## config.mk

```make
export PLATFORM = sky130hd
export DESIGN_NAME = mult32x32_arbiter
export DESIGN_NICKNAME = d
export VERILOG_FILES = /design/src/rtl/mult32x32_arbiter.sv
export SDC_FILE = /design/constraint.sdc
export NUM_CORES = 1
export LEC_CHECK = 0
export CAP_MARGIN = 40
export CORE_AREA = 3 3 126 128
export DETAILED_ROUTE_END_ITERATION = 7
export DIE_AREA = 0 0 129 131
export PLACE_DENSITY = 0.79
export SLEW_MARGIN = 15
export SYNTH_ARGS = -nofsm -noshare
export SYNTH_HDL_FRONTEND = slang
export SYNTH_SLANG_ARGS = --single-unit
```

## constraint.sdc

```tcl
create_clock -name clk -period 3.04 [get_ports clk]
set_input_delay 0.456 -clock clk [delete_from_list [all_inputs] [get_ports clk]]
set_output_delay 0.456 -clock clk [all_outputs]
set_load 0.02 [all_outputs]
```

## src/rtl/mult32x32_arbiter.sv

```systemverilog
// rtl/mult32x32_arbiter.sv - two-requester arbiter for a shared 32x32 multiplier
// Optional round-robin tie-break: define MULT_ARB_ROUND_ROBIN_EN (default build is fixed priority, requester 0 first).
module mult32x32_arbiter (
    input  logic        clk,
    input  logic        reset,
    input  logic        req0,
    input  logic        req1,
    input  logic [31:0] a0,
    input  logic [31:0] b0,
    input  logic [31:0] a1,
    input  logic [31:0] b1,
    output logic        done0,
    output logic        done1,
    output logic [63:0] result,
    output logic        arb_busy,
    output logic        m_start,
    output logic [31:0] m_a,
    output logic [31:0] m_b,
    input  logic        m_busy,
    input  logic [63:0] m_product
);

    localparam logic [2:0] S_IDLE      = 3'd0;
    localparam logic [2:0] S_START     = 3'd1;
    localparam logic [2:0] S_WAIT_BUSY = 3'd2;
    localparam logic [2:0] S_WAIT_DONE = 3'd3;
    localparam logic [2:0] S_DONE      = 3'd4;

    logic [2:0]  state_q, state_d;
    logic        owner_q, owner_d;
    logic [31:0] ma_q, ma_d;
    logic [31:0] mb_q, mb_d;
    logic [63:0] result_q, result_d;
    logic        grant;

`ifdef MULT_ARB_ROUND_ROBIN_EN
    logic        last_q, last_d;

    // On a tie the requester that was not served last wins.
    always_comb begin
        if (req0 && req1) begin
            grant = ~last_q;
        end else begin
            grant = ~req0;
        end
    end

    always_comb begin
        last_d = last_q;
        if (state_q == S_DONE) begin
            last_d = owner_q;
        end
    end

    always_ff @(posedge clk or negedge reset) begin
        if (!reset) begin
            last_q <= 1'b1;
        end else begin
            last_q <= last_d;
        end
    end
`else
    always_comb begin
        grant = ~req0;
    end
`endif

    always_comb begin
        state_d  = state_q;
        owner_d  = owner_q;
        ma_d     = ma_q;
        mb_d     = mb_q;
        result_d = result_q;
        case (state_q)
            S_IDLE: begin
                if (req0 || req1) begin
                    owner_d = grant;
                    ma_d    = grant ? a1 : a0;
                    mb_d    = grant ? b1 : b0;
                    state_d = S_START;
                end
            end
            S_START: begin
                state_d = S_WAIT_BUSY;
            end
            S_WAIT_BUSY: begin
                if (m_busy) begin
                    state_d = S_WAIT_DONE;
                end
            end
            S_WAIT_DONE: begin
                if (!m_busy) begin
                    result_d = m_product;
                    state_d  = S_DONE;
                end
            end
            S_DONE: begin
                state_d = S_IDLE;
            end
            default: begin
                state_d = S_IDLE;
            end
        endcase
    end

    always_ff @(posedge clk or negedge reset) begin
        if (!reset) begin
            state_q  <= S_IDLE;
            owner_q  <= 1'b0;
            ma_q     <= 32'd0;
            mb_q     <= 32'd0;
            result_q <= 64'd0;
        end else begin
            state_q  <= state_d;
            owner_q  <= owner_d;
            ma_q     <= ma_d;
            mb_q     <= mb_d;
            result_q <= result_d;
        end
    end

    assign m_start  = (state_q == S_START);
    assign arb_busy = (state_q != S_IDLE);
    assign done0    = (state_q == S_DONE) && !owner_q;
    assign done1    = (state_q == S_DONE) &&  owner_q;
    assign m_a      = ma_q;
    assign m_b      = mb_q;
    assign result   = result_q;

endmodule

```

==> Word level (Yosys, flattened, before mapping) <==
Index checks and enable logic that the tools add are counted.
{ "totals": {"reg_bits": 132, "in_bits": 197, "output_inout_bits": 132, "wordCells": 29} }
{ "op_classes": {"n_eq_ne": 7, "mux": 6, "bitwise_logic": 2, "reduce_logical": 9} }
{ "op_table": {"columns": ["operator", "count"], "rows": [
  ["2-to-1 mux 32 bit", 2],
  ["case mux 3 bit (4 select lines)", 1],
  ["2-to-1 mux 3 bit", 3],
  ["equality test 3 x 2 -> 1 bit, second input constant", 2],
  ["!= test 2 bit, second input constant", 3],
  ["AND reduction 2 bit", 2],
  ["equality test 3 x 1 -> 1 bit, second input constant", 1],
  ["equality test 3 bit, second input constant", 1],
  ["logical NOT 3 bit", 1],
  ["AND reduction 3 bit", 1],
  ["nonzero test 3 bit", 1],
  ["logical AND 1 bit", 2],
  ["NOT 1 bit", 2],
  ["logical NOT 1 bit", 1],
  ["logical OR 1 bit", 1]
]} }

==> Longest topological paths before layout <==
{ "depth": {"word_depth": 3, "depth_mapped": 5, "ltp_nobuf": 4} }

==> Worst setup path before layout <==
No wires, ideal clock.
{ "synth_path": {"path_kind": "register -> register", "startpoint": "reg state_q[2]", "endpoint": "reg mb_q[5] (netlist: m_b[5])", "setup_time_ns": 0.125, "t_arrival_ns": 1.503, "required_ns": 2.915, "setup_slack_ns": 1.413, "path_stages_with_launch": 6, "path_buffers": 1, "synth_period_minus_slack_ns": 1.627, "cell_sequence": "dfrtp_1 -> nor3_2 -> inv_2 -> nor2_8 -> buf_6 -> mux2_2"} }
{ "synth_via": {"elab_chain_len": 2} }
{ "synth_rtl": {"columns": ["element", "line_no", "source"], "rows": [
  ["from (decl)", "29", "logic [2:0] state_q, state_d;"],
  ["from (signal assigned)", "114", "state_q <= state_d;"],
  ["logical NOT 3 bit", "74", "case (state_q)"],
  ["AND reduction 2 bit (no source line)", null, null],
  ["to (signal assigned)", "117", "mb_q <= mb_d;"],
  ["to (decl)", "32", "logic [31:0] mb_q, mb_d;"]
]} }
Every way passes these cells.
A chain may end at the register's enable or synchronous reset.

==> Worst setup path after layout <==
{ "layout_path": {"startpoint": "reg state_q[1]", "endpoint": "out done1"} }
{ "layout_via": {"elab_chain_len": 2} }
{ "layout_rtl": {"columns": ["element", "line_no", "source"], "rows": [
  ["equality test 3 bit", "125", "assign done1 = (state_q == S_DONE) && owner_q;"],
  ["logical AND 1 bit", "125", null],
  ["to (decl)", "13", "output logic done1,"]
]} }
Every way passes these cells.

==> metrics.md <==
| Metric | Value |
|---|---|
| Clock Tree Buf Depth | `2` |
| CTS clk-pin slew, worst paths | `0.06 ns` |
| Sw Share | `0.3364` |
| I/O Buffers | `between 300 and 400` |
| Power density cells | `a little over 1000 nW/um2` |
| DP Area | `9168 um2` |
| Post-CTS resize count | `0` |
| CP startpoint kind | `flip-flop` |
| Switching power summed over all nets | `between 3 and 4 mW` |
| Slowest-stage cell, CP | `clkdlybuf4s50_1` |
| Routed wire length | `16110 um` |
| Slew @ Worst Pin | `0.7277 ns` |
| Dpl hpwl | `12510 um` |
| Root Buffer | `clkbuf_16` |
| Mapped Nets | `559` |
| Largest area contributor in the netlist | `dfrtp_1` |
| Placer Congestion | `0.7640` |
| Die width | `129 um` |
| Final Cell Area | `9791 um2` |
| Remaining antenna violation count | `0` |
| Max Fclk | `about 0.43 GHz` |
| GR Overflow Total | `0` |
| Outcome | `completed` |
| Ys Warns | `0` |
| Vias per Instance | `4.744` |
| Synth Cell Area | `5717 um2` |
| Setup Buffers After CTS | `0` |
| CTS Buf Count | `17` |
| Final hold vios | `0` |
| Critical Path End Type | `output port` |
| Min Clock Period, post-route | `2.303 ns` |
| Synth Register Bits | `132` |
| CP max stage delay | `0.62 ns` |
| WP data required | `2.58 ns` |
| CP cell instances | `nor2_1 > and3_1 > clkdlybuf4s50_1` |
| Post-synthesis sequential area ratio | `0.5778` |
| # DRC | `0` |
| Power Internal | `just under 7 mW` |
| DR iter-0 viols | `62` |
| Unrepaired setup endpoints after global routing | `false` |
| Synth top area cells | `dfrtp_1 58%, mux2_2 33%, mux2_1 5.3%` |
| Clk_lat worst skew | `0.41 ns` |
| Final TNS setup | `0 ns` |
| Number of global-route vias before repair | `4659` |
| Full die area | `16900 um2` |
| Hold_buf cts | `0` |
| Fin nets | `892` |
| Min-delay worst type | `in2async` |
| Wire per inst | `18.02 um` |
| Clock power frac | `0.210` |
| CTS sink count | `132` |
| First-pass GRT wire length | `24090 um` |
| Mapped Cells | `362` |
| Max_slew headroom | `0.5149` |
| Static Leak | `3.959 nW` |
| Core Area | `14980 um2` |
| Avg Inst Size Synth | `~16 um2` |
| Pin count of the biggest net entering global routing | `66` |
| Total power | `10.15 mW` |
| Critical path type | `reg2out` |
| Top Ports | `329` |
| H-Tree Level Count | `4` |
| Total number of vias | `4241` |
| DR pass1 iterations | `4` |
| Slew Limit Fails | `0` |
| Initial antenna violation count | `0` |
| CTS tree | `done` |
| Die Ht | `131 um` |
| Top cell type's share of synthesized area | `0.5778` |
| Logic pwr share | `0.480` |
| Yosys cell types | `17` |
| Buffers and inverters on the worst path | `1` |
| Reg power frac | `0.310` |
| Starting Density | `0.3817` |
| Row count | `45` |
| Final period util | `0.7576` |
| Final setup fails | `0` |
| # diodes | `0` |
| CP arrival | `1.85 ns` |
| Max-Cap Viols | `0` |
| GRT Util Overall | `0.1855` |
| CP Max Fanout | `5` |
| Layout cells sized above 1 | `0.2918` |
| CP top delay family | `buffers and inverters` |
| Area grow syn2layout | `71.26%` |
| Setup Skew | `~0.009 ns` |
| Peak supply drop | `0.0006227 V` |
## cell families after synthesis
| family | Yosys count | share of synthesized area |
|---|---|---|
| muxes | 192 | 0.3782 |
| AOI/OAI and AO/OA | 4 | 0.003500 |
| DFF | 132 | 0.5778 |
| and+or+nand+nor | 13 | 0.01401 |
| buffers and inverters | 21 | 0.02648 |
## worst paths after layout
kind / end / cells past startpoint / startpoint / slack, ns
setup / recovery: done1 / 3 / state_q[1] / 0.74
max in group asynchronous: result[48] / 2 / reset / 2.13
hold reg to reg: m_a[26] / 1 / m_a[26] / 0.48
min in group clk: m_a[26] / 1 / m_a[26] / 0.48
setup reg to reg: m_a[8] / 5 / state_q[2] / 1.00
hold / removal: m_a[11] / 1 / reset / 0.09
## per-layer routing
layer	share of wire	global-route usage	up-vias	wire, um
li1	-	-	1967	-
met1	0.34	0.1786	2036	5419
met2	0.52	0.3378	216	8444
met3	0.12	0.09390	22	1949
met4	0.018	0.07165	0	297
met5	0	0	-	0
## cell usage in the layout, fill, tap and decap left out
| cell | count |
|---|---|
| clkdlybuf4s50_1 | 326 |
| mux2_2 | 165 |
| dfrtp_1 | 132 |
| mux2_1 | 27 |
| clkbuf_16 | 17 |
| nor2_1 | 4 |
| bufinv_16 | 4 |
| buf_4 | 4 |
| nand2_1 | 3 |
| a21oi_1 | 3 |
| clkbuf_8 | 3 |
| clkinvlp_4 | 3 |
| buf_12 | 3 |
| nor3_2 | 2 |
| clkinv_2 | 2 |
| inv_2 | 1 |
| nor3b_1 | 1 |
| and3_1 | 1 |
| nor2_8 | 1 |
| o21ai_0 | 1 |
| nor3_1 | 1 |
| clkbuf_1 | 1 |
| buf_2 | 1 |
## power by group through the flow
| stage | clock [mW] | combinational, mW | sequential [mW] |
|---|---|---|---|
| after floorplan | 0 | 1.41 | 4.21 |
| after global placement | 0 | 4.82 | 3.12 |
| after detailed placement | 0 | 4.93 | 3.17 |
| after CTS | 2.18 | 4.95 | 3.16 |
| after global routing | 2.25 | 5.15 | 3.27 |
| final | 2.13 | 4.88 | 3.15 |
## registers in the layout, indices dropped and copies added, names as in the netlist
register  count
m_a          32
result       64
state_q       3
m_b          32
owner_q       1
## cells in the mapped netlist, drive strengths merged
library cell  instances
buf                  18
a21oi                 3
dfrtp               132
nor2                  5
nand2                 3
clkbuf                2
mux2                192
inv                   1
nor3                  3
o21ai                 1
nor3b                 1
and3                  1
## cell type report
cell class              count  area (um2)
clock buffers              21       470.5
clock inverters             9       152.6
fillers                  1069        5186
inverters                   1       3.754
multi-input cells         209        2267
flip-flops and latches    132        3303
well taps                 188       235.2
repair buffers            334        3358
## through the flow
stage	instances	setup WS, ns	utilization	hold WS [ns]
6_report	894	0.7369	0.6537	0.08528
5_1_grt	894	0.6377	0.6537	0.1486
4_1_cts	894	0.7051	0.6537	0.1149
3_5_place_dp	864	0.7775	0.6121	0.4737
3_3_place_gp	864	0.8269	0.6121	0.4667
2_1_floorplan	362	1.413	-	0.1604
Power figures use the tool's default switching activity.
